$ cat src/rtl/b_registered_input_to_output_new_primitive.sv
// b_registered_input_to_output_new_primitive: two-stage registered 20x18 unsigned multiplier
module b_registered_input_to_output_new_primitive (
  input  logic [19:0] a,
  input  logic [17:0] b,
  input  logic        clk,
  input  logic        reset,
  output logic [17:0] dly_b,
  output logic [37:0] z_out
);
  logic [19:0] a_r;
  always_ff @(posedge clk) begin
    if (reset) begin
      a_r   <= '0;
      dly_b <= '0;
      z_out <= '0;
    end else begin
      a_r   <= a;
      dly_b <= b;
      z_out <= 38'(a_r) * 38'(dly_b);
    end
  end
endmodule

$ cat config.mk
export PLATFORM = sky130hd
export DESIGN_NAME = b_registered_input_to_output_new_primitive
export DESIGN_NICKNAME = d
export VERILOG_FILES = /design/src/rtl/b_registered_input_to_output_new_primitive.sv
export SDC_FILE = /design/constraint.sdc
export NUM_CORES = 1
export LEC_CHECK = 0
export ABC_AREA = 1
export CAP_MARGIN = 25
export CORE_ASPECT_RATIO = 1.5
export CORE_MARGIN = 2
export CORE_UTILIZATION = 35
export CTS_CLUSTER_SIZE = 30
export DETAILED_ROUTE_END_ITERATION = 7
export PLACE_DENSITY_LB_ADDON = 0.05
export SYNTH_ARGS = -nofsm -noshare
export SYNTH_HDL_FRONTEND = slang
export SYNTH_SLANG_ARGS = --single-unit
$ cat constraint.sdc
create_clock -name clk -period 5.97 [get_ports clk]
set_clock_uncertainty 0.2 [all_clocks]
set_input_delay 1.791 -clock clk [delete_from_list [all_inputs] [get_ports clk]]
set_output_delay 1.791 -clock clk [all_outputs]
set_load 0.01 [all_outputs]
======== Word level (Yosys, flattened, before mapping) ========
Cells that the tools add are included.
word-level totals
  bits in registers ....................... 76
  input bits .............................. 40
  output and inout bits ................... 56
  word-level logic and storage cells ...... 4
cells by class
  multipliers ............................. 1
operators with widths
  operator          count
  $mul A20 B18 Y38  1

======== Depth between registers and ports, before layout ========
Gate-level depths: netlist of the first run.
  depth after elaboration ................. 1
  mapped depth ............................ 29
  gate-level depth less buffers ........... 27

======== Worst setup path after synthesis of the first run ========
Ideal clock, no wire load.
  path kind ............................... reg2reg
  start ................................... reg a_r[7]
  end ..................................... reg z_out[32]
  arrival time ............................ 5.131 ns
  data required time ...................... 5.655 ns
  setup slack ............................. 0.524 ns
  cell stages (with the launch flop) ...... 25
  buffers on the path ..................... 2
  clock period less this slack ............ 5.446 ns
  path through ............................ dfxtp_1 > clkbuf_1 > clkbuf_1 > nand2_1 > fa_1 > inv_1 > fa_1 > inv_1 > fa_1 > inv_1 > fa_1 > fa_1 > inv_1 > fa_1 > inv_1 > ha_1 > nand2_1 > inv_2 > nand2_1 > inv_1 > nand2_1 > nor3_1 > nand2_1 > a21oi_1 > nor2_1
between the ends
  word-level cells in the longest chain between the ends .. 1
RTL lines
  what                    line  RTL
  from (decl)             10    logic [19:0] a_r;
  from (signal assigned)  13    a_r <= '0;
  from (signal assigned)  17    a_r <= a;
  $mul A20 B18 Y38        19    z_out <= 38'(a_r) * 38'(dly_b);
  to (signal assigned)    19
  to (decl)               8     output logic [37:0] z_out
No other way between the ends.
A chain may end at the register's enable or synchronous reset.

======== Final worst setup path of the first run ========
  start ................................... reg dly_b[3]
  end ..................................... reg z_out[32]
between the ends
  word-level cells in the longest chain between the ends .. 1
RTL lines
  what                    line  RTL
  from (decl)             7     output logic [17:0] dly_b,
  from (signal assigned)  14    dly_b <= '0;
  from (signal assigned)  18    dly_b <= b;
  $mul A20 B18 Y38        19
No other way between the ends.

==> impl_metrics.toml, run 1 <==
[outcome]
status = "completed"

[finish]
final_cell_mix = "665 x inv_1, 580 x nand2_1, 288 x fa_1"
design_area_sq_um = 17200
diodes = 0
final_common_cell = "inv_1"
areaGrowthSynthToFinish_pct = 15.69
nNetsFinal = 2575
layout-drive-gt1-share_pct = 6.028

[power_and_ir_drop]
p_int_mw = 1.768
power.switching_mw = 1.655
comb_power_share_pct = 63.1
p_per_area_nw_per_um2 = 199.1
sw_frac_of_total_pct = 48.35
ir_drop_uv = 134.6
p_clk_share_pct = 17.9
totalPowerFinal_mw = 3.424
seqPwrFrac_pct = 19.1
power.leakage_nw = 10.29

[global_route]
first_global_vias = 13345
antenna_found_initial = 0
grt_usage_pct = 21.24
grt_pass1_wl_um = 70980
gr-total-overflow = 0
grt_max_degree = 48

[critical_path]
startpoint = "dly_b[3]"
crit_slowest_cell = "fa_1"
cp_max_fo = 13
worstSetupPathType = "reg -> reg"
cp_num_buf_inv = 4
setup.worst_path.end = "z_out[32]"
crit_family = "adder cells"
end_kind = "flip-flop"
critPathLaunchType = "flip-flop"
cp_common_cell = "fa_1"
r2r_slack_ns = 0.31
reg2reg_to = "z_out[32]"
crit_path_cell_trace = "buf_4 > nand2_1 > fa_1 > fa_1 > fa_1 > inv_1 > fa_1 > fa_1 > inv_1 > fa_1 > inv_1 > ha_1 > nand2_1 > nand2_1 > a21oi_1 > nand3_1 > nand2_1 > nand3_1 > nand2_1 > nor2_1"
worstRegToRegCells = 20
critPathArrivalTime_ns = 5.73
r2r-start = "dly_b[3]"
required_ns = 6.04
worstSetupPathDepth = 20
slowest_delay_ns = 0.55

[yosys]
ys_types = 29
synthCells = 2045
ys_seq_elements = 76
syn_nets = 2485
ys_seq_area_share_pct = 10.23
synth.area.top_cells = "fa_1 39%, inv_1 17%, nand2_1 15%, dfxtp_1 10%, ha_1 9.4%"
syn_avg_cell_area_sq_um = 7.270
yosysWarnings = 0
yosysTopAreaCellShare_pct = 38.78
syn_area_sq_um = 14870
synth_top_cell_by_area = "fa_1"

[clock_tree]
clock_sinks = 76
root_buffer = "clkbuf_16"
numCtsBuffers = 9
cts_resized = 1
clkSlewWorstSetupHoldPaths_ns = 0.07
htree_num_levels = 3
cts_tree = "built"
insertion_delay_ns = 0.38
hold_buffers = 0
cts.path.max_buffers = 2
postCtsSetupBuffers = 0

[timing]
grt_setup_unrepaired = "false"
whs_ns = 0.5997
finalCriticalPeriod_ns = 5.659
final-hold-violation-count = 0
fin_ws_ns = 0.3105
worstMarginPinSlew_ns = 0.8210
slew_headroom_pct = 45.19
final_max_slew_viol_count = 0
clock.fmax_mhz = 176.7
setup_viol = 0
period_share_pct = 94.80

[die]
floorplan.initialDensity_pct = 35.38
die_y_um = 256.4
coreArea_sq_um = 42020
num_rows = 92
die_w_um = 172.3
ios = 96
dieArea_sq_um = 44180

[min_path]
min_from = "a_r[0]"
timing.hold.worst.class = "reg -> reg"

[detailed_routing]
vias_per_cell = 4.374
ant_nets = 0
wire_per_inst_um = 15.75
first_pass_iters = 5
drc = 0
drt-initial-drc-count = 519
routed_wl_um = 42590
vias = 11826

[place]
globalplace.congestion = 0.8755
placed_area_sq_um = 16840
io_buffers = 95
dp_hpwl_um = 36250
preCtsSetupSlack_ns = -0.02209

[flow_run]
max_cap_viol_count = 0
routing by layer:
layer / GRT usage, % / wire [um]
met5: 0 / 0
met4: 5.696 / 954
met3: 1.898 / 841
met2: 43.30 / 24960
met1: 22.50 / 15830
state kept, by name (all words and copies together) (netlist names):
register / count
dly_b: 18
a_r: 20
z_out: 38
cells by family (layout without fill, tap and decap cells):
logic type / Yosys count / after routing / share of synthesized area (%)
AO/OA/AOI/OAI: 61 / 61 / 2.180
adder cells (fa/ha/maj): 400 / 400 / 48.21
buffers and inverters: 753 / 848 / 19.05
AND/OR/NAND/NOR: 752 / 752 / 20.16
XOR/XNOR: 3 / 3 / 0.1768
flip-flops: 76 / 76 / 10.23
how the worst min path moves through the flow:
stage	end	cells past startpoint	slack, ns
floorplan	z_out[0]	3	0.39
global placement	z_out[0]	3	0.59
detailed placement	z_out[0]	3	0.59
CTS	z_out[0]	3	0.60
global route	z_out[0]	3	0.63
finish	z_out[0]	3	0.60
through the flow:
stage	util (%)	std cells	setup TNS [ns]
2_1_floorplan	-	2045	0
3_3_place_gp	40.08	2687	-0.1413
3_5_place_dp	40.08	2687	-0.02209
4_1_cts	40.81	2703	0
5_1_grt	40.94	2704	0
6_report	40.94	2704	0
worst reg2reg max path: cells and delay by family, from the launching register on:
family / cells / cell delay, ns
buf+inv: 4 / 0.46
flops: 1 / 0.51
fa+ha+maj: 7 / 3.26
simple gates: 8 / 0.85
compound gates: 1 / 0.27
cell type report:
| type | count | area, sq um |
|---|---|---|
| Fill cell | 4496 | 24820 |
| Multi-Input combinational cell | 1216 | 10520 |
| Inverter | 669 | 2511 |
| Timing Repair Buffer | 163 | 1618 |
| Sequential cell | 76 | 1535 |
| Tap cell | 564 | 705.7 |
| Clock buffer | 9 | 225.2 |
| Clock inverter | 7 | 80.08 |
power by group through the flow:
stage                     registers [mW]  clock network (mW)  logic, mW
after detailed placement           0.666                   0       2.19
after global routing               0.666               0.655       2.48
after floorplan                    0.663                   0       1.33
after global placement             0.668                   0       2.20
final                              0.653               0.611       2.16
after CTS                          0.656               0.638       2.21
cells in the mapped netlist:
library cell	count
inv_1	665
nand2_1	581
fa_1	288
ha_1	112
nor2_1	99
dfxtp_1	76
clkbuf_1	72
a21oi_1	42
nand3_1	26
nand2_2	12
o21ai_0	12
and2_1	10
buf_1	10
nand4_1	6
nor3_2	5
inv_2	4
nor2_2	4
nor3_1	4
o21bai_1	4
xnor2_1	3
nand3_2	2
a21o_1	1
a21oi_2	1
and3_1	1
buf_2	1
buf_4	1
nor2_4	1
o21a_1	1
or2_2	1
(Power assumes the default switching activity.)
==> inputs of run 2 (changes only) <==
==> constraint.sdc (replaced) <==
create_clock -name clk -period 6.21 [get_ports clk]
set_clock_uncertainty 0.2 [all_clocks]
set_input_delay 1.863 -clock clk [delete_from_list [all_inputs] [get_ports clk]]
set_output_delay 1.863 -clock clk [all_outputs]
set_load 0.01 [all_outputs]
==> impl_metrics.toml, run 2 (synthesis gave the netlist of run 1 again) <==
[outcome]
status = "completed"

[place]
globalplace.congestion = 0.8263
preCtsSetupSlack_ns = 0.1904
io_buffers = 95
dp_hpwl_um = 35820

[min_path]
min_path_cells = 3
min_from = "a_r[0]"
hold_end = "z_out[0]"
timing.hold.worst.class = "reg -> reg"

[clock_tree]
clock_sinks = 76
postCtsSetupBuffers = 0
cts.path.max_buffers = 2
hold_buffers = 0
root_buffer = "clkbuf_16"
cts_tree = "built"
clkSlewWorstSetupHoldPaths_ns = 0.07
insertion_delay_ns = 0.38
numCtsBuffers = 9
htree_num_levels = 3

[timing]
whs_ns = 0.5145
final-hold-violation-count = 0
fin_ws_ns = 0.3676
grt_setup_unrepaired = "false"
period_share_pct = 94.08
setup_viol = 0
clock.fmax_mhz = 171.2
setup_tns_ns = 0
worstMarginPinSlew_ns = 0.9977
slew_headroom_pct = 33.40
final_max_slew_viol_count = 0
finalCriticalPeriod_ns = 5.842

[critical_path]
r2r_slack_ns = 0.37
critPathLaunchType = "flip-flop"
critPathArrivalTime_ns = 5.93
startpoint = "a_r[6]"
required_ns = 6.29
end_kind = "flip-flop"
cp_max_fo = 10
worstSetupPathType = "reg -> reg"
r2r-start = "a_r[6]"
worstRegToRegCells = 23
reg2reg_to = "z_out[24]"

[finish]
final_common_cell = "inv_1"
reg_top3 = "z_out x38, a_r x20, dly_b x18"
final_cell_mix = "665 x inv_1, 581 x nand2_1, 288 x fa_1"
layout-drive-gt1-share_pct = 4.890
areaGrowthSynthToFinish_pct = 14.21
diodes = 0
nNetsFinal = 2563
largest_reg_flops = 38
top_register = "z_out"

[power_and_ir_drop]
p_per_area_nw_per_um2 = 193.5
totalPowerFinal_mw = 3.286
ir_drop_uv = 108.7
power.leakage_nw = 10.18

[global_route]
antenna_found_initial = 0
first_global_vias = 13178
gr-total-overflow = 0
grt_max_degree = 48
grt_pass1_wl_um = 70150
grt_usage_pct = 20.97

[flow_run]
max_cap_viol_count = 0

[detailed_routing]
first_pass_iters = 7
ant_nets = 0
wire_per_inst_um = 15.76
routed_wl_um = 42420
vias_per_cell = 4.384
drc = 0
drt-initial-drc-count = 429
vias = 11796

[die]
dieArea_sq_um = 44180
die_y_um = 256.4
num_rows = 92
die_w_um = 172.3
coreArea_sq_um = 42020
ios = 96
floorplan.initialDensity_pct = 35.38
-- run 2: cell count changes in the layout (fill, tap and decap cells not counted), sizes merged --
cell / delta
buf: -12
clkbuf: +1
clkinv: -1
inv: -3
clkinvlp: +2
-- run 2: critical path, stage by stage (launching register included) --
cell     delay [ns]
dfxtp_1        0.49
buf_4          0.26
nand2_1        0.07
inv_1          0.08
fa_1           0.40
inv_1          0.09
fa_1           0.43
fa_1           0.51
inv_1          0.05
fa_1           0.47
fa_1           0.55
inv_1          0.06
fa_1           0.48
inv_1          0.05
ha_1           0.37
nand2_1        0.09
nand2_1        0.14
a21oi_1        0.20
nand3_1        0.19
nand2_1        0.10
nand2_1        0.11
nand2_1        0.10
nand2_1        0.05
nor2_1         0.19
-- run 2: routing by layer --
layer	track usage [%]	vias up	routed length [um]
met5	0	-	0
met4	5.275	0	886
met3	1.713	35	840
met2	42.36	151	24420
met1	22.80	5820	16280
li1	-	5790	-
-- run 2: layout make-up --
cell class,count,area (sq um)
multi-input combinational,1216,10510
clock buffer,10,239.0
clock inverter,5,61.31
sequential,76,1524
inverter,669,2511
fill,4451,25040
timing repair buffer,151,1424
tap,564,705.7
-- run 2: power breakdown --
group	leakage (nW)	internal (mW)	switching, mW
Clock	0.137	0.323	0.276
Combinational	9.42	0.796	1.27
Sequential	0.631	0.569	0.0539
Total	10.2	1.69	1.60
-- run 2: how the worst max path moves through the flow --
stage / slack, ns / end / depth (start not counted)
after detailed placement: 0.19 / z_out[24] / 23
after floorplan: 0.76 / z_out[32] / 24
after global placement: 0.13 / z_out[24] / 23
after CTS: 0.15 / z_out[24] / 23
after global routing: 0.02 / z_out[24] / 23
final: 0.37 / z_out[24] / 23
-- run 2: what timing repair did --
action / 4_1_cts / 5_1_grt
gates resized for setup: 0 / 2
endpoints found under the hold margin: 0 / 0
endpoints found under the setup margin: 0 / 1
-- run 2: through the flow --
| step | instance area, sq um | cells | utilization, % |
|---|---|---|---|
| after floorplan | 14870 | 2045 | - |
| after global placement | 16650 | 2675 | 39.62 |
| after detailed placement | 16650 | 2675 | 39.62 |
| after CTS | 16950 | 2690 | 40.34 |
| after global routing | 16980 | 2691 | 40.41 |
| final | 16980 | 2691 | 40.41 |
